[config.mk]
export PLATFORM = sky130hd
export DESIGN_NAME = exc_irq_ctrl
export DESIGN_NICKNAME = d
export VERILOG_FILES = /design/src/rtl/exc_irq_ctrl.sv
export SDC_FILE = /design/constraint.sdc
export NUM_CORES = 1
export LEC_CHECK = 0
export BUFFER_PORTS_ARGS = -buffer_cell sky130_fd_sc_hd__buf_2
export CAP_MARGIN = 30
export CORE_MARGIN = 2
export CORE_UTILIZATION = 45
export DETAILED_ROUTE_END_ITERATION = 8
export HOLD_SLACK_MARGIN = 0.1
export PLACE_DENSITY = 0.72
export SLEW_MARGIN = 20
export SYNTH_ARGS = -nofsm -noshare
export SYNTH_HDL_FRONTEND = slang
export SYNTH_SLANG_ARGS = --single-unit
[constraint.sdc]
create_clock -name clk -period 4 [get_ports clk]
set_input_delay 0.4 -clock clk [delete_from_list [all_inputs] [get_ports clk]]
set_output_delay 0.4 -clock clk [all_outputs]
set_load 0.05 [all_outputs]
[src/rtl/exc_irq_ctrl.sv]
// Exception/interrupt sequencer: latches edge-triggered IRQs and invalid-opcode events,
// arbitrates by fixed priority and runs the Exc/ExcAck/ERet handshake with the datapath.
module exc_irq_ctrl #(
   parameter int unsigned N_IRQ     = 4,
   parameter int unsigned ESTATUS_W = 4
) (
   input  logic                 clk,
   input  logic                 reset,
   input  logic [N_IRQ-1:0]     ExtIRQ,
   input  logic [N_IRQ-1:0]     IrqMask,
   input  logic                 NotAnInstr,
   input  logic                 ExcAck,
   input  logic                 ERet,
   output logic                 Exc,
   output logic [ESTATUS_W-1:0] EStatus,
   output logic [N_IRQ-1:0]     ExtIAck,
   output logic                 InHandler,
   output logic                 Fault
);

   localparam int unsigned IDX_W = (N_IRQ > 1) ? $clog2(N_IRQ) : 1;
   localparam logic [ESTATUS_W-1:0] CAUSE_INVALID = ESTATUS_W'(4'b0010);

   typedef enum logic [1:0] {
      IDLE    = 2'd0,
      REQ     = 2'd1,
      HANDLER = 2'd2
   } state_t;

   state_t               state_q;
   state_t               state_d;
   logic [N_IRQ-1:0]     pending_q;
   logic [N_IRQ-1:0]     prev_q;
   logic [ESTATUS_W-1:0] cause_q;
   logic [IDX_W-1:0]     winner_q;
   logic                 irq_cause_q;
   logic                 fault_q;

   logic [N_IRQ-1:0]     rise;
   logic [N_IRQ-1:0]     eligible;
   logic                 any_eligible;
   logic [IDX_W-1:0]     pick_idx;
   logic [ESTATUS_W-1:0] pick_code;

   assign rise         = ExtIRQ & ~prev_q;
   assign eligible     = pending_q & IrqMask;
   assign any_eligible = |eligible;
   assign pick_code    = ESTATUS_W'({1'b1, 3'(pick_idx)});

   // Lowest-index enabled pending channel wins.
   always_comb begin
      pick_idx = '0;
      for (int i = int'(N_IRQ) - 1; i >= 0; i--) begin
         if (eligible[i]) pick_idx = IDX_W'(i);
      end
   end

   always_ff @(posedge clk) begin
      if (reset) state_q <= IDLE;
      else       state_q <= state_d;
   end

   always_comb begin
      state_d = state_q;
      case (state_q)
         IDLE:    if (NotAnInstr || any_eligible) state_d = REQ;
         REQ:     if (ExcAck) state_d = HANDLER;
         HANDLER: if (ERet) state_d = IDLE;
         default: state_d = IDLE;
      endcase
   end

   // Invalid opcode in IDLE raises Exc in the same cycle; IRQ requests wait for REQ.
   always_comb begin
      Exc       = 1'b0;
      EStatus   = '0;
      ExtIAck   = '0;
      InHandler = 1'b0;
      Fault     = fault_q;
      case (state_q)
         IDLE: begin
            Exc     = NotAnInstr;
            EStatus = NotAnInstr ? CAUSE_INVALID : '0;
         end
         REQ: begin
            Exc     = 1'b1;
            EStatus = cause_q;
            if (ExcAck && irq_cause_q) ExtIAck = N_IRQ'(1) << winner_q;
         end
         HANDLER: begin
            EStatus   = cause_q;
            InHandler = 1'b1;
         end
         default: ;
      endcase
   end

   // A rise in the acknowledge cycle re-pends the channel (set beats clear).
   always_ff @(posedge clk) begin
      if (reset) begin
         pending_q   <= '0;
         prev_q      <= '0;
         cause_q     <= '0;
         winner_q    <= '0;
         irq_cause_q <= 1'b0;
         fault_q     <= 1'b0;
      end else begin
         prev_q    <= ExtIRQ;
         pending_q <= (pending_q & ~ExtIAck) | rise;
         if (state_q == HANDLER && NotAnInstr) fault_q <= 1'b1;
         if (state_q == IDLE) begin
            if (NotAnInstr) begin
               cause_q     <= CAUSE_INVALID;
               irq_cause_q <= 1'b0;
            end else if (any_eligible) begin
               cause_q     <= pick_code;
               winner_q    <= pick_idx;
               irq_cause_q <= 1'b1;
            end
         end
      end
   end

endmodule

## Yosys cells after proc, flatten, opt, wreduce, memory -nomap -nowiden

Cells that the tools add are included.
W data, S select, Z words.

- Word-level logic and storage cells: 48
- Bits in registers: 18
- Input bits: 13
- Output and inout port bits: 11

- Shift-type cells: 1
- Bitwise gates (word level): 7
- Equality and inequality tests: 5
- Reduce and logical (&&, ||, !) cells: 10
- Multiplexer cells: 18

Operator list:

| cell | count |
|---|---|
| $mux W2 | 8 |
| $mux W4 | 4 |
| $and A4 B4 Y4 | 3 |
| $not A4 Y4 | 2 |
| $pmux W4 S2 | 1 |
| $ne A2 B2 Y1 const B | 3 |
| $pmux W2 S3 | 1 |
| $reduce_and A3 Y1 | 2 |
| $or A4 B4 Y4 | 1 |
| $reduce_or A4 Y1 | 1 |
| $shl A1 B2 Y4 const A | 1 |
| $mux W1 | 3 |
| $eq A2 B1 Y1 const B | 1 |
| $eq A2 B2 Y1 const B | 1 |
| $logic_and A1 B1 Y1 | 2 |
| $logic_not A2 Y1 | 1 |
| $pmux W1 S2 | 1 |
| $reduce_and A2 Y1 | 1 |
| $reduce_bool A2 Y1 | 1 |
| $reduce_or A2 Y1 | 1 |
| $logic_or A1 B1 Y1 | 1 |
| $not A1 Y1 | 1 |

## Longest topological paths before layout

Gate-level depths: netlist of run 1.

- Depth after elaboration: 7
- Depth in mapped cells: 6
- Depth with buffers taken out: 6

## Worst setup path after synthesis of run 1

OpenSTA, ideal clock, no wires.

- Path kind: flip-flop to flip-flop
- From: reg state_q[1]
- To: reg pending_q[0]
- Data arrival time: 1.983 ns
- Slack: 1.885 ns
- Period minus slack after synthesis: 2.115 ns
- Setup time: 0.132 ns
- Cell stages (with the launch flop): 7
- Path through: dfxtp_1 inv_1 ha_1 nand3_1 nor3_1 nand2b_1 a21oi_1

- Cells in the longest elaborated chain, start to end: 5

RTL lines:

| element | line | text |
|---|---|---|
| start, declared | 30 | `state_t state_q;` |
| start signal, assigned | 60 | `else state_q <= state_d;` |
| $eq A2 B1 Y1 | 80 | `case (state_q)` |
| $mux W4 | 80 |  |
| net ExtIAck[0] | 16 | `output logic [N_IRQ-1:0] ExtIAck,` |
| $not A4 Y4 | 109 | `pending_q <= (pending_q & ~ExtIAck) \| rise;` |
| $and A4 B4 Y4 | 109 |  |
| $or A4 B4 Y4 | 109 |  |
| end signal, assigned | 109 |  |
| end, declared | 32 | `logic [N_IRQ-1:0] pending_q;` |

The timed path passes the listed nets, and every way through them passes these cells.
A chain may end at the register's enable or synchronous reset.

## Worst setup path in the final report of run 1

- From: reg state_q[0]
- To: out EStatus[1]

- Cells in the longest elaborated chain, start to end: 3
- Elaborated cells between the ends (all ways): 5
- Classes of those cells: eq/ne: 2; mux: 1; reduce/logical: 2

RTL lines:

| element | line | text |
|---|---|---|
| $eq A2 B2 Y1 / $eq A2 B1 Y1 (equally long branches) | 80 |  |
| $reduce_or A2 Y1 (no source line) | n/a |  |
| $pmux W4 S2 * | 80 |  |
| end, declared | 15 | `output logic [ESTATUS_W-1:0] EStatus,` |

Every way passes the cells marked *; elsewhere a longest branch is shown, timed or not.

==> results of run 1 <==
[power by group]
group	leakage, uW	switching, uW	internal, uW
logic	0.000278	98.4	46.0
registers	0.000132	13.1	176
clock network	0.0000210	55.8	55.6
[cell usage after synthesis]
cell type,count
nor3_1,3
nor2_1,5
a2111oi_0,1
o21a_1,1
o22ai_1,1
o21ai_0,5
a21oi_1,11
nand2_1,7
a22oi_1,1
and4b_1,1
nand4_1,1
buf_4,1
or3_1,1
nor2b_1,4
a32o_1,1
nand3_1,3
dfxtp_1,16
and3b_1,2
nand2b_1,8
conb_1,1
a211oi_1,1
o21bai_1,1
ha_1,4
a211o_1,1
clkbuf_1,1
inv_1,8
[worst max-delay path by stage]
| stage | startpoint | endpoint | slack [ns] | cells after the start |
|---|---|---|---|---|
| 6_report | state_q[0]$_SDFFE_PP0P_ | EStatus[1] | 2.03 | 5 |
| 5_1_grt | state_q[0]$_SDFFE_PP0P_ | EStatus[1] | 1.88 | 5 |
| 4_1_cts | state_q[0]$_SDFFE_PP0P_ | EStatus[1] | 2.03 | 5 |
| 3_5_place_dp | state_q[0]$_SDFFE_PP0P_ | EStatus[1] | 2.36 | 5 |
| 3_3_place_gp | state_q[0]$_SDFFE_PP0P_ | EStatus[1] | 2.37 | 5 |
| 2_1_floorplan | state_q[1]$_SDFFE_PP0P_ | pending_q[0]$_SDFF_PP0_ | 1.89 | 6 |
[per-layer routing]
layer | global-route usage (%) | vias up
met5 | 0 | -
met2 | 31.9 | 17
met3 | 6.00 | 2
met4 | 7.06 | 0
met1 | 23.8 | 318
li1 | - | 356
[worst max-delay path: stages (launching register included)]
cell,delay (ns)
dfxtp_1,0.35
inv_1,0.10
ha_1,0.30
nand2_1,0.10
a21oi_1,0.14
buf_2,0.28
[metrics by stage]
| stage | hold WS, ns | power [uW] | cell area, um2 | cells | utilization (%) |
|---|---|---|---|---|---|
| finish | 0.327 | 445 | 905 | 130 | 58.7 |
| global route | 0.327 | 473 | 905 | 130 | 58.7 |
| global placement | 0.441 | 334 | 868 | 126 | 56.3 |
| floorplan | 0.425 | 301 | 749 | 90 | - |
| CTS | 0.322 | 447 | 905 | 130 | 58.7 |
| detailed placement | 0.458 | 336 | 868 | 126 | 56.3 |
[registers in the layout, summed over array words and instances, names as in the netlist]
name,cells
state_q,2
cause_q,3
pending_q,4
prev_q,4
Fault,1
winner_q,2
[cells by family after synthesis]
group	after synthesis	share of synthesized area [%]
simple gates	35	25.4
flops	16	42.7
buf+inv	10	5.51
fa+ha+maj	4	6.68
other cells	1	0.500
compound gates	24	19.2
[placed cells by master (no fill, tap or decap), types with 4 or more instances in the layout]
cell / count
buf_2: 22
inv_1: 8
o21ai_0: 5
nand2b_1: 8
ha_1: 4
dfxtp_1: 16
a21oi_1: 11
nor2_1: 5
nor2b_1: 4
nand2_1: 7
[final cells by class]
cell class,instances,area (um2),area share (%)
repair buffers,22,110,12.2
multi-input cells,64,388,42.9
well taps,16,20.0,2.21
inverters,8,30.0,3.32
flip-flops and latches,16,320,35.4
clock buffers,4,36.3,4.01
==> impl_results.html, run 1 <==
<table>
<tr><th>Metric</th><th>Value</th></tr>
<tr><th colspan="2">Clocking</th></tr>
<tr><td>Max H-tree Level</td><td>1</td></tr>
<tr><td>TritonCTS clock tree</td><td>done</td></tr>
<tr><td>Post-CTS resize count</td><td>0</td></tr>
<tr><td>Clock tree root driver cell</td><td>clkbuf_4</td></tr>
<tr><td>Total CTS buffers</td><td>3</td></tr>
<tr><td>Clock latency of the later-clocked register in the worst-skew pair</td><td>0.30 ns</td></tr>
<tr><td>Clock Path Buffers</td><td>2</td></tr>
<tr><td>Clock transition time at the flip-flop clock pins of the worst setup and hold paths</td><td>approximately 0.1 ns</td></tr>
<tr><td>Post-CTS setup-driven buffer insertion count</td><td>0</td></tr>
<tr><td>Number of buffers added to fix hold violations after cts</td><td>0</td></tr>
<tr><td>Clk sink count</td><td>16</td></tr>
<tr><th colspan="2">Critical path</th></tr>
<tr><td>Critical path endpoint category</td><td>output port</td></tr>
<tr><td>Worst reg2reg path startpoint</td><td>state_q[0]$_SDFFE_PP0P_</td></tr>
<tr><td>Required time at the worst-slack endpoint</td><td>between 3 and 4 ns</td></tr>
<tr><td>Kind of launch point of the worst setup path</td><td>flop</td></tr>
<tr><td>Worst Reg-to-Reg Cells</td><td>6</td></tr>
<tr><td>Reg-to-reg setup timing slack</td><td>between 2 and 2.5 ns</td></tr>
<tr><td>Arrival time of the worst setup path</td><td>~1.6 ns</td></tr>
<tr><td>Worst Path Class, Setup</td><td>flop to output port</td></tr>
<tr><td>Worst r2r dst</td><td>state_q[1]$_SDFFE_PP0P_</td></tr>
<tr><td>Highest fanout seen on the critical path</td><td>7</td></tr>
<tr><th colspan="2">STA</th></tr>
<tr><td>Min setup slack post-route</td><td>roughly 2.0 ns</td></tr>
<tr><td>Number of max-slew violations in the final report</td><td>0</td></tr>
<tr><td>Fraction of the cycle the final worst path needs</td><td>about half</td></tr>
<tr><td>Number of setup violations in the final report</td><td>0</td></tr>
<tr><td>Unrepaired setup endpoints after global routing</td><td>no</td></tr>
<tr><td>Number of hold-slack violations in the final timing report</td><td>0</td></tr>
<tr><td>Crit path time final</td><td>about 2.0 ns</td></tr>
<tr><td>Peak clock frequency supported by timing</td><td>between 0.5 and 0.6 GHz</td></tr>
<tr><td>Layout Skew</td><td>roughly 0.0022 ns</td></tr>
<tr><td>Sum of negative setup slack</td><td>0 ns</td></tr>
<tr><th colspan="2">Detailed routing</th></tr>
<tr><td>Detail-routed via count per cell</td><td>5.33</td></tr>
<tr><td>Uppermost layer routed</td><td>met4</td></tr>
<tr><td>Count of antenna-violating nets left after detailed routing</td><td>0</td></tr>
<tr><td>Detailed Route WL</td><td>about 1600 um</td></tr>
<tr><td>Met2 WL</td><td>slightly below 700 um</td></tr>
<tr><td>DR pass1 iterations</td><td>4</td></tr>
<tr><td>Met3 WL post-DR</td><td>83 um</td></tr>
<tr><td>Total via count in the routed design</td><td>~690</td></tr>
<tr><td>M1 WL</td><td>~790 um</td></tr>
<tr><td>Detail-routed net length per standard cell</td><td>roughly 12 um</td></tr>
<tr><td>Number of violations reported at the end of detailed-routing iteration 0</td><td>9</td></tr>
<tr><td>Final routed DRC violation total</td><td>0</td></tr>
<tr><th colspan="2">Power</th></tr>
<tr><td>Power Density</td><td>between 400 and 500 mW/mm2</td></tr>
<tr><td>Max IR drop VDD</td><td>~0.00028 V</td></tr>
<tr><td>Static leakage power</td><td>0.000431 uW</td></tr>
<tr><th colspan="2">GRT</th></tr>
<tr><td>Overall Global Routing Usage</td><td>about a fifth</td></tr>
<tr><td>Number of antenna violations at the first check in global routing</td><td>0</td></tr>
<tr><td>Global-route wire length before repair</td><td>2770 um</td></tr>
<tr><td>Remaining global-route overflow</td><td>0</td></tr>
<tr><td>Via count of the first global-routing pass</td><td>around 660</td></tr>
<tr><td>Maximum number of pins on one net before global-route repair</td><td>17</td></tr>
<tr><th colspan="2">Hold path</th></tr>
<tr><td>Min-Delay Endpoint</td><td>prev_q[2]$_SDFF_PP0_</td></tr>
<tr><td>Launch point of the worst hold path</td><td>ExtIRQ[2]</td></tr>
<tr><td>Min-delay worst type</td><td>primary input to flop</td></tr>
<tr><td>Hold depth</td><td>2</td></tr>
<tr><th colspan="2">Synth</th></tr>
<tr><td>Sequential-to-total area share from yosys stat</td><td>between 40% and 50%</td></tr>
<tr><td>Top cell type's share of synthesized area</td><td>roughly 43%</td></tr>
<tr><td>Unique cell type count in the Yosys netlist</td><td>26</td></tr>
<tr><td>Nets in the synthesized netlist</td><td>~110</td></tr>
<tr><td>Total number of yosys warnings</td><td>0</td></tr>
<tr><td>Synthesized area per cell</td><td>about 8.3 um2</td></tr>
<tr><td>Area contributors post-synth</td><td>dfxtp_1 (43%), a21oi_1 (7.3%), ha_1 (6.7%)</td></tr>
<tr><td>Area leader, netlist</td><td>dfxtp_1</td></tr>
<tr><td>Synth Instances</td><td>90</td></tr>
<tr><td>Post-synthesis instance area</td><td>around 750 um2</td></tr>
<tr><td>Post-synthesis register bit count</td><td>16</td></tr>
<tr><th colspan="2">Layout</th></tr>
<tr><td>Fraction of layout cells with a size suffix above 1</td><td>a little under a quarter</td></tr>
<tr><td>Number of antenna repair diodes</td><td>0</td></tr>
<tr><td>Layout overhead on the synthesized area</td><td>20.7%</td></tr>
<tr><td>Fill count</td><td>150</td></tr>
<tr><td>Total Nets Final</td><td>132</td></tr>
<tr><th colspan="2">Die</th></tr>
<tr><td>Die Outline Area</td><td>about 0.0020 mm2</td></tr>
<tr><td>Horizontal extent of the die</td><td>~45 um</td></tr>
<tr><td>Count of boundary I/O pins</td><td>24</td></tr>
<tr><td>Die height</td><td>44.8 um</td></tr>
<tr><td>Number of rows in the core area</td><td>14</td></tr>
<tr><td>Core area</td><td>0.00154 mm2</td></tr>
<tr><td>Starting density of the core</td><td>roughly half</td></tr>
<tr><th colspan="2">Outcome</th></tr>
<tr><td>Result of the run</td><td>finished, final reports clean</td></tr>
<tr><th colspan="2">Job</th></tr>
<tr><td>Max Cap Violations</td><td>0</td></tr>
<tr><th colspan="2">Placement</th></tr>
<tr><td>PortBufs</td><td>22</td></tr>
<tr><td>Post-placement worst setup slack</td><td>~2.4 ns</td></tr>
<tr><td>Routability-driven placement congestion ratio</td><td>between 0.7 and 0.8</td></tr>
<tr><td>Half-perimeter wire length of the detailed placement result</td><td>around 1200 um</td></tr>
</table>
Power figures use the tool's default switching activity.
==> run 2: changes to the inputs <==
--- a/config.mk
+++ b/config.mk
@@ -8,7 +8,7 @@
 export BUFFER_PORTS_ARGS = -buffer_cell sky130_fd_sc_hd__buf_2
 export CAP_MARGIN = 30
 export CORE_MARGIN = 2
-export CORE_UTILIZATION = 45
+export CORE_UTILIZATION = 43
 export DETAILED_ROUTE_END_ITERATION = 8
 export HOLD_SLACK_MARGIN = 0.1
 export PLACE_DENSITY = 0.72
==> constraint.sdc (replaced) <==
create_clock -name clk -period 1.6 [get_ports clk]
set_input_delay 0.16 -clock clk [delete_from_list [all_inputs] [get_ports clk]]
set_output_delay 0.16 -clock clk [all_outputs]
set_load 0.05 [all_outputs]
==> run 2 against run 1 <==
Worst setup slack got worse by 2.0 ns. Die area is 4.2% higher. Non-clock buffer count increased by 6. Combinational power increased to 3.2 times the previous value. Hold slack worse by 0.17 ns. Largest power group unchanged.
==> impl_results.html, run 2 (synthesis gave the netlist of run 1 again) <==
<table>
<tr><th>Metric</th><th>Value</th></tr>
<tr><th colspan="2">Die</th></tr>
<tr><td>Die height</td><td>45.8 um (+2.1%)</td></tr>
<tr><td>Starting density of the core</td><td>44.4% (-4.2 points)</td></tr>
<tr><td>Number of rows in the core area</td><td>15 (+1)</td></tr>
<tr><td>Count of boundary I/O pins</td><td>24 (unchanged)</td></tr>
<tr><td>Die Outline Area</td><td>0.00209 mm2 (+4.2%)</td></tr>
<tr><td>Horizontal extent of the die</td><td>45.8 um (+2.1%)</td></tr>
<tr><td>Core area</td><td>0.00169 mm2 (+9.6%)</td></tr>
<tr><th colspan="2">GRT</th></tr>
<tr><td>Via count of the first global-routing pass</td><td>672 (+2.3%)</td></tr>
<tr><td>Maximum number of pins on one net before global-route repair</td><td>17 (unchanged)</td></tr>
<tr><td>Number of antenna violations at the first check in global routing</td><td>0 (unchanged)</td></tr>
<tr><td>Global-route wire length before repair</td><td>2640 um (-5.0%)</td></tr>
<tr><td>Overall Global Routing Usage</td><td>17.8% (-1.6 points)</td></tr>
<tr><td>Remaining global-route overflow</td><td>0 (unchanged)</td></tr>
<tr><th colspan="2">Power</th></tr>
<tr><td>Static leakage power</td><td>0.000470 uW (+9.1%)</td></tr>
<tr><td>Power Density</td><td>1140 mW/mm2 (+130%)</td></tr>
<tr><td>Max IR drop VDD</td><td>0.000628 V (+120%)</td></tr>
<tr><th colspan="2">Critical path</th></tr>
<tr><td>Highest fanout seen on the critical path</td><td>4 (-3)</td></tr>
<tr><td>Worst reg2reg path startpoint</td><td>state_q[1]$_SDFFE_PP0P_</td></tr>
<tr><td>Required time at the worst-slack endpoint</td><td>1.44 ns (-2.16 ns)</td></tr>
<tr><td>Kind of launch point of the worst setup path</td><td>flop</td></tr>
<tr><td>Timing startpoint of the critical path</td><td>state_q[1]$_SDFFE_PP0P_</td></tr>
<tr><td>Worst Reg-to-Reg Cells</td><td>6 (unchanged)</td></tr>
<tr><td>Worst Path Class, Setup</td><td>flop to output port</td></tr>
<tr><td>Critical path endpoint category</td><td>output port</td></tr>
<tr><td>Arrival time of the worst setup path</td><td>1.39 ns (-0.18 ns)</td></tr>
<tr><th colspan="2">Detailed routing</th></tr>
<tr><td>Number of violations reported at the end of detailed-routing iteration 0</td><td>19 (+10)</td></tr>
<tr><td>Detailed Route WL</td><td>1730 um (+8.7%)</td></tr>
<tr><td>Count of antenna-violating nets left after detailed routing</td><td>0 (unchanged)</td></tr>
<tr><td>Total via count in the routed design</td><td>708 (+2.2%)</td></tr>
<tr><td>Final routed DRC violation total</td><td>0 (unchanged)</td></tr>
<tr><td>DR pass1 iterations</td><td>4 (unchanged)</td></tr>
<tr><td>Detail-routed net length per standard cell</td><td>12.6 um (+3.2%)</td></tr>
<tr><td>Detail-routed via count per cell</td><td>5.17 (-3.1%)</td></tr>
<tr><th colspan="2">STA</th></tr>
<tr><td>Fraction of the cycle the final worst path needs</td><td>between 90% and 100%</td></tr>
<tr><td>Min setup slack post-route</td><td>0.0498 ns (-1.98 ns)</td></tr>
<tr><td>Number of hold-slack violations in the final timing report</td><td>0 (unchanged)</td></tr>
<tr><td>Crit path time final</td><td>between 1.5 and 2 ns</td></tr>
<tr><td>Sum of negative setup slack</td><td>0 ns (unchanged)</td></tr>
<tr><td>Layout Skew</td><td>0.00609 ns (+0.00392 ns)</td></tr>
<tr><td>Number of setup violations in the final report</td><td>0 (unchanged)</td></tr>
<tr><td>Unrepaired setup endpoints after global routing</td><td>yes</td></tr>
<tr><td>Peak clock frequency supported by timing</td><td>0.645 GHz</td></tr>
<tr><td>Number of max-slew violations in the final report</td><td>0 (unchanged)</td></tr>
<tr><td>Worst-case hold slack</td><td>0.159 ns (-0.168 ns)</td></tr>
<tr><th colspan="2">Placement</th></tr>
<tr><td>Standard cell area after detailed placement</td><td>891 um2 (+2.6%)</td></tr>
<tr><td>PortBufs</td><td>22 (unchanged)</td></tr>
<tr><td>Post-placement worst setup slack</td><td>0.0845 ns (-2.27 ns)</td></tr>
<tr><td>Routability-driven placement congestion ratio</td><td>0.830 (+9.0%)</td></tr>
<tr><td>Half-perimeter wire length of the detailed placement result</td><td>1210 um (+1.7%)</td></tr>
<tr><th colspan="2">Layout</th></tr>
<tr><td>Layout overhead on the synthesized area</td><td>40.9%</td></tr>
<tr><td>Final non-filler cell area</td><td>0.00106 mm2 (+17%)</td></tr>
<tr><td>Number of antenna repair diodes</td><td>0 (unchanged)</td></tr>
<tr><td>Largest registers in the final layout</td><td>pending_q: 4 flops, prev_q: 4 flops, cause_q: 3 flops</td></tr>
<tr><td>Post-Route Utilization</td><td>62.5% (+3.8 points)</td></tr>
<tr><td>Fraction of layout cells with a size suffix above 1</td><td>32.5% (+9.7 points)</td></tr>
<tr><td>Total Nets Final</td><td>138 (+4.5%)</td></tr>
<tr><td>Commonest non-fill, non-tap cells in the layout</td><td>dfxtp_1 (14), buf_2 (14), a21oi_1 (10)</td></tr>
<tr><td>Fill count</td><td>153 (+2.0%)</td></tr>
<tr><th colspan="2">Hold path</th></tr>
<tr><td>Hold depth</td><td>2 (unchanged)</td></tr>
<tr><td>Launch point of the worst hold path</td><td>NotAnInstr</td></tr>
<tr><td>Min-delay worst type</td><td>primary input to flop</td></tr>
<tr><th colspan="2">Outcome</th></tr>
<tr><td>Result of the run</td><td>finished, final reports clean</td></tr>
<tr><th colspan="2">Clocking</th></tr>
<tr><td>Max H-tree Level</td><td>1 (unchanged)</td></tr>
<tr><td>Clock Path Buffers</td><td>2 (unchanged)</td></tr>
<tr><td>Clk sink count</td><td>16 (unchanged)</td></tr>
<tr><td>Clock transition time at the flip-flop clock pins of the worst setup and hold paths</td><td>0.09 ns (about the same)</td></tr>
<tr><td>Clock latency of the later-clocked register in the worst-skew pair</td><td>0.28 ns (-0.02 ns)</td></tr>
<tr><td>Clock tree root driver cell</td><td>clkbuf_4</td></tr>
<tr><td>TritonCTS clock tree</td><td>done</td></tr>
<tr><td>Total CTS buffers</td><td>3 (unchanged)</td></tr>
<tr><th colspan="2">Job</th></tr>
<tr><td>Max Cap Violations</td><td>0 (unchanged)</td></tr>
</table>
run 2: cell count changes in the layout (fill, tap and decap cells not counted), moves of 4 or more:
cell	change
dlygate4sd3_1	+4
buf_2	-8
buf_6	+4
buf_4	+6
run 2: per-layer routing:
metal	up-vias	wire length (um)	global-route usage (%)
li1	374	-	-
met1	317	778	20.5
met2	17	869	29.9
met3	0	80	7.94
met4	0	0	4.57
met5	-	0	0
run 2: final timing paths:
kind	endpoint	slack [ns]
setup reg to reg	state_q[0]$_SDFFE_PP0P_	0.14
hold reg to reg	cause_q[1]$_SDFFE_PP0P_	0.47
hold / removal	cause_q[3]$_SDFFE_PP0P_	0.16
setup / recovery	ExtIAck[2]	0.05
run 2: critical path, cell delays in order, from the launching register on:
cell and delay, ns:
dfxtp_2 0.35, inv_2 0.10, ha_4 0.15, nand3_2 0.11
nor3_4 0.21, buf_6 0.18
run 2: where the power goes:
group / switching [uW] / internal (uW) / total [uW]
sequential: 43.5 / 445 / 489
combinational: 274 / 183 / 457
clock: 123 / 138 / 261
total: 440 / 767 / 1210
run 2: cell type report:
type | instances | area (um2) | share of cell area (%)
clock buffer | 4 | 36.3 | 3.44
sequential | 16 | 325 | 30.8
multi-input combinational | 64 | 440 | 41.7
tap | 17 | 21.3 | 2.01
timing repair buffer | 28 | 200 | 19.0
inverter | 8 | 32.5 | 3.08
run 2: what timing repair did:
item,in CTS,in global routing
hold buffers,4,0
buffers inserted,0,1
endpoints found under the setup margin,8,9
pin swaps,0,2
hold endpoints to repair,4,0
gates resized for setup,14,11
run 2: per-stage QoR:
| step | total power [uW] | instances |
|---|---|---|
| floorplan | 760 | 90 |
| global placement | 853 | 128 |
| detailed placement | 857 | 128 |
| CTS | 1170 | 136 |
| global route | 1290 | 137 |
| finish | 1210 | 137 |
